### config.mk
export PLATFORM = sky130hd
export DESIGN_NAME = morse_tx
export DESIGN_NICKNAME = d
export VERILOG_FILES = /design/src/rtl/morse_pkg.sv /design/src/rtl/morse_rom.sv /design/src/rtl/morse_tx.sv
export SDC_FILE = /design/constraint.sdc
export NUM_CORES = 1
export LEC_CHECK = 0
export ABC_AREA = 1
export CORE_MARGIN = 3
export CORE_UTILIZATION = 50
export CTS_BUF_LIST = sky130_fd_sc_hd__clkbuf_8
export CTS_CLUSTER_SIZE = 28
export DETAILED_ROUTE_END_ITERATION = 12
export HOLD_SLACK_MARGIN = 0.05
export PLACE_DENSITY_LB_ADDON = 0.2
export SLEW_MARGIN = 20
export SYNTH_ARGS = -nofsm -noshare
export SYNTH_HDL_FRONTEND = slang
export SYNTH_SLANG_ARGS = --single-unit
### constraint.sdc
create_clock -name clk -period 5.36 [get_ports clk]
set_clock_uncertainty 0.2 [all_clocks]
set_input_delay 1.072 -clock clk [delete_from_list [all_inputs] [get_ports clk]]
set_output_delay 1.072 -clock clk [all_outputs]
set_load 0.005 [all_outputs]
### src/rtl/morse_pkg.sv
// Shared definitions for the Morse send path: symbol codes, FSM states and
// the compact length/pattern encoding of one Morse symbol.
package morse_pkg;

  localparam logic [5:0] SYM_0 = 6'd0,  SYM_1 = 6'd1,  SYM_2 = 6'd2,  SYM_3 = 6'd3;
  localparam logic [5:0] SYM_4 = 6'd4,  SYM_5 = 6'd5,  SYM_6 = 6'd6,  SYM_7 = 6'd7;
  localparam logic [5:0] SYM_8 = 6'd8,  SYM_9 = 6'd9,  SYM_A = 6'd10, SYM_B = 6'd11;
  localparam logic [5:0] SYM_C = 6'd12, SYM_D = 6'd13, SYM_E = 6'd14, SYM_F = 6'd15;
  localparam logic [5:0] SYM_G = 6'd16, SYM_H = 6'd17, SYM_I = 6'd18, SYM_J = 6'd19;
  localparam logic [5:0] SYM_K = 6'd20, SYM_L = 6'd21, SYM_M = 6'd22, SYM_N = 6'd23;
  localparam logic [5:0] SYM_O = 6'd24, SYM_P = 6'd25, SYM_Q = 6'd26, SYM_R = 6'd27;
  localparam logic [5:0] SYM_S = 6'd28, SYM_T = 6'd29, SYM_U = 6'd30, SYM_V = 6'd31;
  localparam logic [5:0] SYM_W = 6'd32, SYM_X = 6'd33, SYM_Y = 6'd34, SYM_Z = 6'd35;
  localparam logic [5:0] SYM_MAX = 6'd35;

  typedef enum logic [1:0] {IDLE, MARK, SPACE, LGAP} state_t;

  // pat is read MSB-first from pat[len-1]; 1 = dash, 0 = dot
  typedef struct packed {
    logic [2:0] len;
    logic [4:0] pat;
  } morse_t;

endpackage

### src/rtl/morse_rom.sv
// Combinational symbol code to ITU Morse lookup; unknown codes give len=0.
module morse_rom
  import morse_pkg::*;
(
  input  logic [5:0] symbol,
  output morse_t     code
);

  always_comb begin
    code = '{len: 3'd0, pat: 5'd0};
    case (symbol)
      SYM_0: code = '{3'd5, 5'b11111};
      SYM_1: code = '{3'd5, 5'b01111};
      SYM_2: code = '{3'd5, 5'b00111};
      SYM_3: code = '{3'd5, 5'b00011};
      SYM_4: code = '{3'd5, 5'b00001};
      SYM_5: code = '{3'd5, 5'b00000};
      SYM_6: code = '{3'd5, 5'b10000};
      SYM_7: code = '{3'd5, 5'b11000};
      SYM_8: code = '{3'd5, 5'b11100};
      SYM_9: code = '{3'd5, 5'b11110};
      SYM_A: code = '{3'd2, 5'b00001};
      SYM_B: code = '{3'd4, 5'b01000};
      SYM_C: code = '{3'd4, 5'b01010};
      SYM_D: code = '{3'd3, 5'b00100};
      SYM_E: code = '{3'd1, 5'b00000};
      SYM_F: code = '{3'd4, 5'b00010};
      SYM_G: code = '{3'd3, 5'b00110};
      SYM_H: code = '{3'd4, 5'b00000};
      SYM_I: code = '{3'd2, 5'b00000};
      SYM_J: code = '{3'd4, 5'b00111};
      SYM_K: code = '{3'd3, 5'b00101};
      SYM_L: code = '{3'd4, 5'b00100};
      SYM_M: code = '{3'd2, 5'b00011};
      SYM_N: code = '{3'd2, 5'b00010};
      SYM_O: code = '{3'd3, 5'b00111};
      SYM_P: code = '{3'd4, 5'b00110};
      SYM_Q: code = '{3'd4, 5'b01101};
      SYM_R: code = '{3'd3, 5'b00010};
      SYM_S: code = '{3'd3, 5'b00000};
      SYM_T: code = '{3'd1, 5'b00001};
      SYM_U: code = '{3'd3, 5'b00001};
      SYM_V: code = '{3'd4, 5'b00001};
      SYM_W: code = '{3'd3, 5'b00011};
      SYM_X: code = '{3'd4, 5'b01001};
      SYM_Y: code = '{3'd4, 5'b01011};
      SYM_Z: code = '{3'd4, 5'b01100};
      default: ;
    endcase
  end

endmodule

### src/rtl/morse_tx.sv
// Morse transmitter: accepts a symbol code over valid/ready and keys it out
// with unit-based ITU timing; sym_out shows the symbol being sent.
module morse_tx
  import morse_pkg::*;
#(
  parameter int UNIT_CYCLES = 12_500_000
) (
  input  logic       clk,
  input  logic       reset_n,
  input  logic [5:0] symbol,
  input  logic       valid,
  output logic       ready,
  output logic       key,
  output logic       done,
  output logic       err,
  output logic [5:0] sym_out
);

  localparam int CW = $clog2(3 * UNIT_CYCLES);
  localparam logic [CW-1:0] T1 = CW'(UNIT_CYCLES - 1);
  localparam logic [CW-1:0] T3 = CW'(3 * UNIT_CYCLES - 1);

  state_t        state, next_state;
  logic [CW-1:0] cnt, next_cnt;
  logic [2:0]    idx, next_idx;
  logic [4:0]    pat, next_pat;
  logic [2:0]    first_idx;
  logic          next_done;
  logic          accept, reject;
  morse_t        rom_code;

  morse_rom u_rom (
    .symbol (symbol),
    .code   (rom_code)
  );

  assign accept    = valid && ready && (symbol <= SYM_MAX);
  assign reject    = valid && ready && (symbol > SYM_MAX);
  assign first_idx = rom_code.len - 3'd1;

  // Counter counts down from duration-1 and is reloaded on every state entry
  always_comb begin
    next_state = state;
    next_cnt   = cnt;
    next_idx   = idx;
    next_pat   = pat;
    next_done  = 1'b0;
    case (state)
      IDLE: begin
        if (accept) begin
          next_state = MARK;
          next_pat   = rom_code.pat;
          next_idx   = first_idx;
          next_cnt   = rom_code.pat[first_idx] ? T3 : T1;
        end
      end
      MARK: begin
        if (cnt == '0) begin
          if (idx == 3'd0) begin
            next_state = LGAP;
            next_cnt   = T3;
          end else begin
            next_state = SPACE;
            next_cnt   = T1;
          end
        end else begin
          next_cnt = cnt - 1'b1;
        end
      end
      SPACE: begin
        if (cnt == '0) begin
          next_state = MARK;
          next_idx   = idx - 3'd1;
          next_cnt   = pat[idx - 3'd1] ? T3 : T1;
        end else begin
          next_cnt = cnt - 1'b1;
        end
      end
      LGAP: begin
        if (cnt == '0) begin
          next_state = IDLE;
          next_cnt   = '0;
          next_done  = 1'b1;
        end else begin
          next_cnt = cnt - 1'b1;
        end
      end
      default: begin
        next_state = IDLE;
        next_cnt   = '0;
      end
    endcase
  end

  // Outputs are derived from the next state so they line up with it
  always_ff @(posedge clk or negedge reset_n) begin
    if (!reset_n) begin
      state   <= IDLE;
      cnt     <= '0;
      idx     <= 3'd0;
      pat     <= 5'd0;
      key     <= 1'b0;
      ready   <= 1'b1;
      done    <= 1'b0;
      err     <= 1'b0;
      sym_out <= 6'h3F;
    end else begin
      state <= next_state;
      cnt   <= next_cnt;
      idx   <= next_idx;
      pat   <= next_pat;
      key   <= (next_state == MARK);
      ready <= (next_state == IDLE);
      done  <= next_done;
      err   <= reject;
      if (accept) sym_out <= symbol;
    end
  end

endmodule

==> results_dict.tcl <==
set metrics [dict create \
    hp-class "reg2reg" \
    finalPower_mw 0.693 \
    clock.fmax_ghz 0.275 \
    htreeDepth 2 \
    synth.largest_area_cell "dfrtp_1" \
    required_ps 5380 \
    ys_seq_elements 46 \
    wl_per_cell_microns 13.7 \
    cts_buffers 5 \
    syn_inst 499 \
    numClockSinks 46 \
    grt_first_pass_wirelength_microns 14300 \
    arrival_ps 3670 \
    synth_nets 513 \
    drive_gt1_share_pct 10.6 \
    final_util_pct 57.9 \
    drv_slew 0 \
    place_ws_ps 1440 \
    synth.most_common_cell "nand2_1" \
    cts_buffer_depth 2 \
    drt_wl_total_microns 8160 \
    clkTransAtPathRegs_ps 90 \
    gp_congestion 0.892 \
    syn_area_per_cell_sq_um 6.80 \
    start_util_pct 52.5 \
    dieHeight_microns 88.4 \
    slowest_stage "nor2_1" \
    cts-root-buf "clkbuf_8" \
    start_kind "input port" \
    route.vias.total 3257 \
    rsz0062_at_grt "false" \
    cp.buffers_inverters 1 \
    synth_ff_type "dfrtp_1" \
    ys_types 34 \
    status "completed" \
    ios 19 \
    die_area_sq_mm 0.00781 \
    cellPowerDensity_mw_per_mm2 186 \
    finalNonFillerCells 594 \
    p_leak_nw 1.81 \
    synthTopCellsByArea "dfrtp_1 29%, nand2_1 13%, nor2_1 7.7%, nand3_1 7.4%, o21ai_0 6.3%" \
    path_cells "clkdlybuf4s50_1 > nor2_1 > a21oi_1 > nor2_1 > nor2_2 > nor2_1 > o21ai_0 > o21ai_1" \
    crit_path_max_fanout 15 \
    min_from "sym_out[3]$_DFFE_PN1P_" \
    ys_async_sr_fraction_pct 100 \
    route.detailed.drc 0 \
    dpl.hpwl_microns 6130 \
    cpLargestDelayFamily "simple AND/OR/NAND/NOR gates" \
    layout_setup_ws_ps 1720 \
    area_growth_pct 10.1 \
    cts_setup_buffers 0 \
    ctsHoldBuffers 0 \
    cts_tree "built" \
    io_buffers 18 \
    synthTopCellsByCount "117 x nand2_1, 70 x nor2_1, 50 x nand3_1" \
    synth-edff-count 0 \
    grt_start_max_net_pins 47 \
    synth_top_area_share_pct 28.8 \
    core_sq_mm 0.00646 \
    overflow 0 \
    setup_viol 0 \
    vias_per_cell 5.48 \
    setup_tns_ps 0 \
    cp_slowest_stage_delay_ps 720 \
    placed_cells 586 \
    worst-setup-path-type "in2reg" \
    grt_usage_pct 22.8 \
    ys_warn_count 0 \
    irDropWorstVdd_mv 0.104 \
    critPathLaunch "symbol[3]" \
    drt_pre_antenna_iters 5 \
    antenna_found_initial 0 \
    grt_pass1_vias 3118 \
    r2r-start "state[1]$_DFF_PN0_" \
    max_cap_violations 0 \
    rows 29 \
    slew_headroom_pct 42.0 \
    finalNetCount 530 \
    final_antenna_net_count 0 \
    period_needed_ps 3640 \
    timing.hold.ws_ps 299 \
    crit_path_end_kind "flop" \
    diodes 0 \
    seq_area_frac_synth_pct 34.2 \
    postLayoutCellArea_sq_mm 0.00374 \
    post_cts_resized 0 \
    post_dp_cell_area_sq_mm 0.00362 \
    cpMostUsedCell "nor2_1" \
    die_x_microns 88.4 \
    clk_latency_ps 310 \
    syn_area_sq_mm 0.00339 \
    max_slew.worst_pin.slew_ps 867 \
    hold_violations 0 \
    fin_crit_sh_pct 67.9 \
    dr.first_iter.drc_count 175 \
]
-- layer usage --
metal | wire [microns] | global-route usage (%) | up-vias
li1 | - | - | 1671
met1 | 3660 | 30.2 | 1513
met2 | 4100 | 39.8 | 67
met3 | 336 | 2.79 | 6
met4 | 68 | 4.81 | 0
met5 | 0 | 0 | -
-- registers in the layout, indices dropped and copies added (netlist names) --
| name | flops |
|---|---|
| key | 1 |
| ready | 1 |
| done | 1 |
| state | 2 |
| sym_out | 6 |
| idx | 3 |
| cnt | 26 |
| err | 1 |
| pat | 5 |
-- power by group --
part	internal [mW]	leakage (nW)	switching, mW
Combinational	0.0253	1.24	0.0505
Clock	0.140	0.0585	0.126
Sequential	0.350	0.520	0.00109
-- cell type report --
cell class | count | area, sq um
clock buffer | 5 | 68.8
clock inverter | 3 | 43.8
inverter | 53 | 199
multi-input combinational | 392 | 1990
timing repair buffer | 18 | 178
tap | 77 | 96.3
sequential | 46 | 1160
fill | 613 | 2720
-- cell usage in the layout (no fill, tap or decap), types with 3 or more instances in the layout --
cell / instances
a21oi_1: 16
clkbuf_8: 5
clkdlybuf4s50_1: 17
dfrtp_1: 39
dfstp_2: 7
ha_1: 5
inv_1: 48
inv_2: 5
nand2_1: 117
nand2_2: 5
nand3_1: 50
nand3_2: 5
nand3b_1: 3
nand4_1: 9
nor2_1: 70
nor2_2: 10
nor2_4: 5
nor3_1: 12
o21ai_0: 43
o21ai_1: 6
o22ai_1: 3
xnor2_1: 4
xor2_1: 14
-- cells by family after synthesis --
| group | after synthesis | share of synthesized area [%] |
|---|---|---|
| simple gates | 291 | 39.5 |
| compound gates | 76 | 12.1 |
| buf+inv | 61 | 7.12 |
| flops | 46 | 34.2 |
| xor+xnor | 18 | 4.65 |
| fa+ha+maj | 5 | 1.84 |
| mux | 2 | 0.664 |
-- worst register-to-register path, stage by stage (launching register included) --
cell     delay (ps)
dfrtp_1         430
nor2_1          230
inv_1           220
nor2_2          590
nor2_1          400
o21ai_0         160
o21ai_0         100
-- path summary, 6_finish.rpt --
| check | endpoint | slack, ps | depth (start not counted) |
|---|---|---|---|
| setup / recovery | cnt[4]$_DFFE_PN0P_ | 1720 | 8 |
| setup reg to reg | cnt[0]$_DFFE_PN0P_ | 2900 | 6 |
| min in group asynchronous | cnt[10]$_DFFE_PN0P_ | 570 | 1 |
| hold / removal | sym_out[3]$_DFFE_PN1P_ | 300 | 2 |
| max in group asynchronous | done$_DFF_PN0_ | 3980 | 1 |
| hold reg to reg | sym_out[3]$_DFFE_PN1P_ | 300 | 2 |
Power figures use the tool's default switching activity.
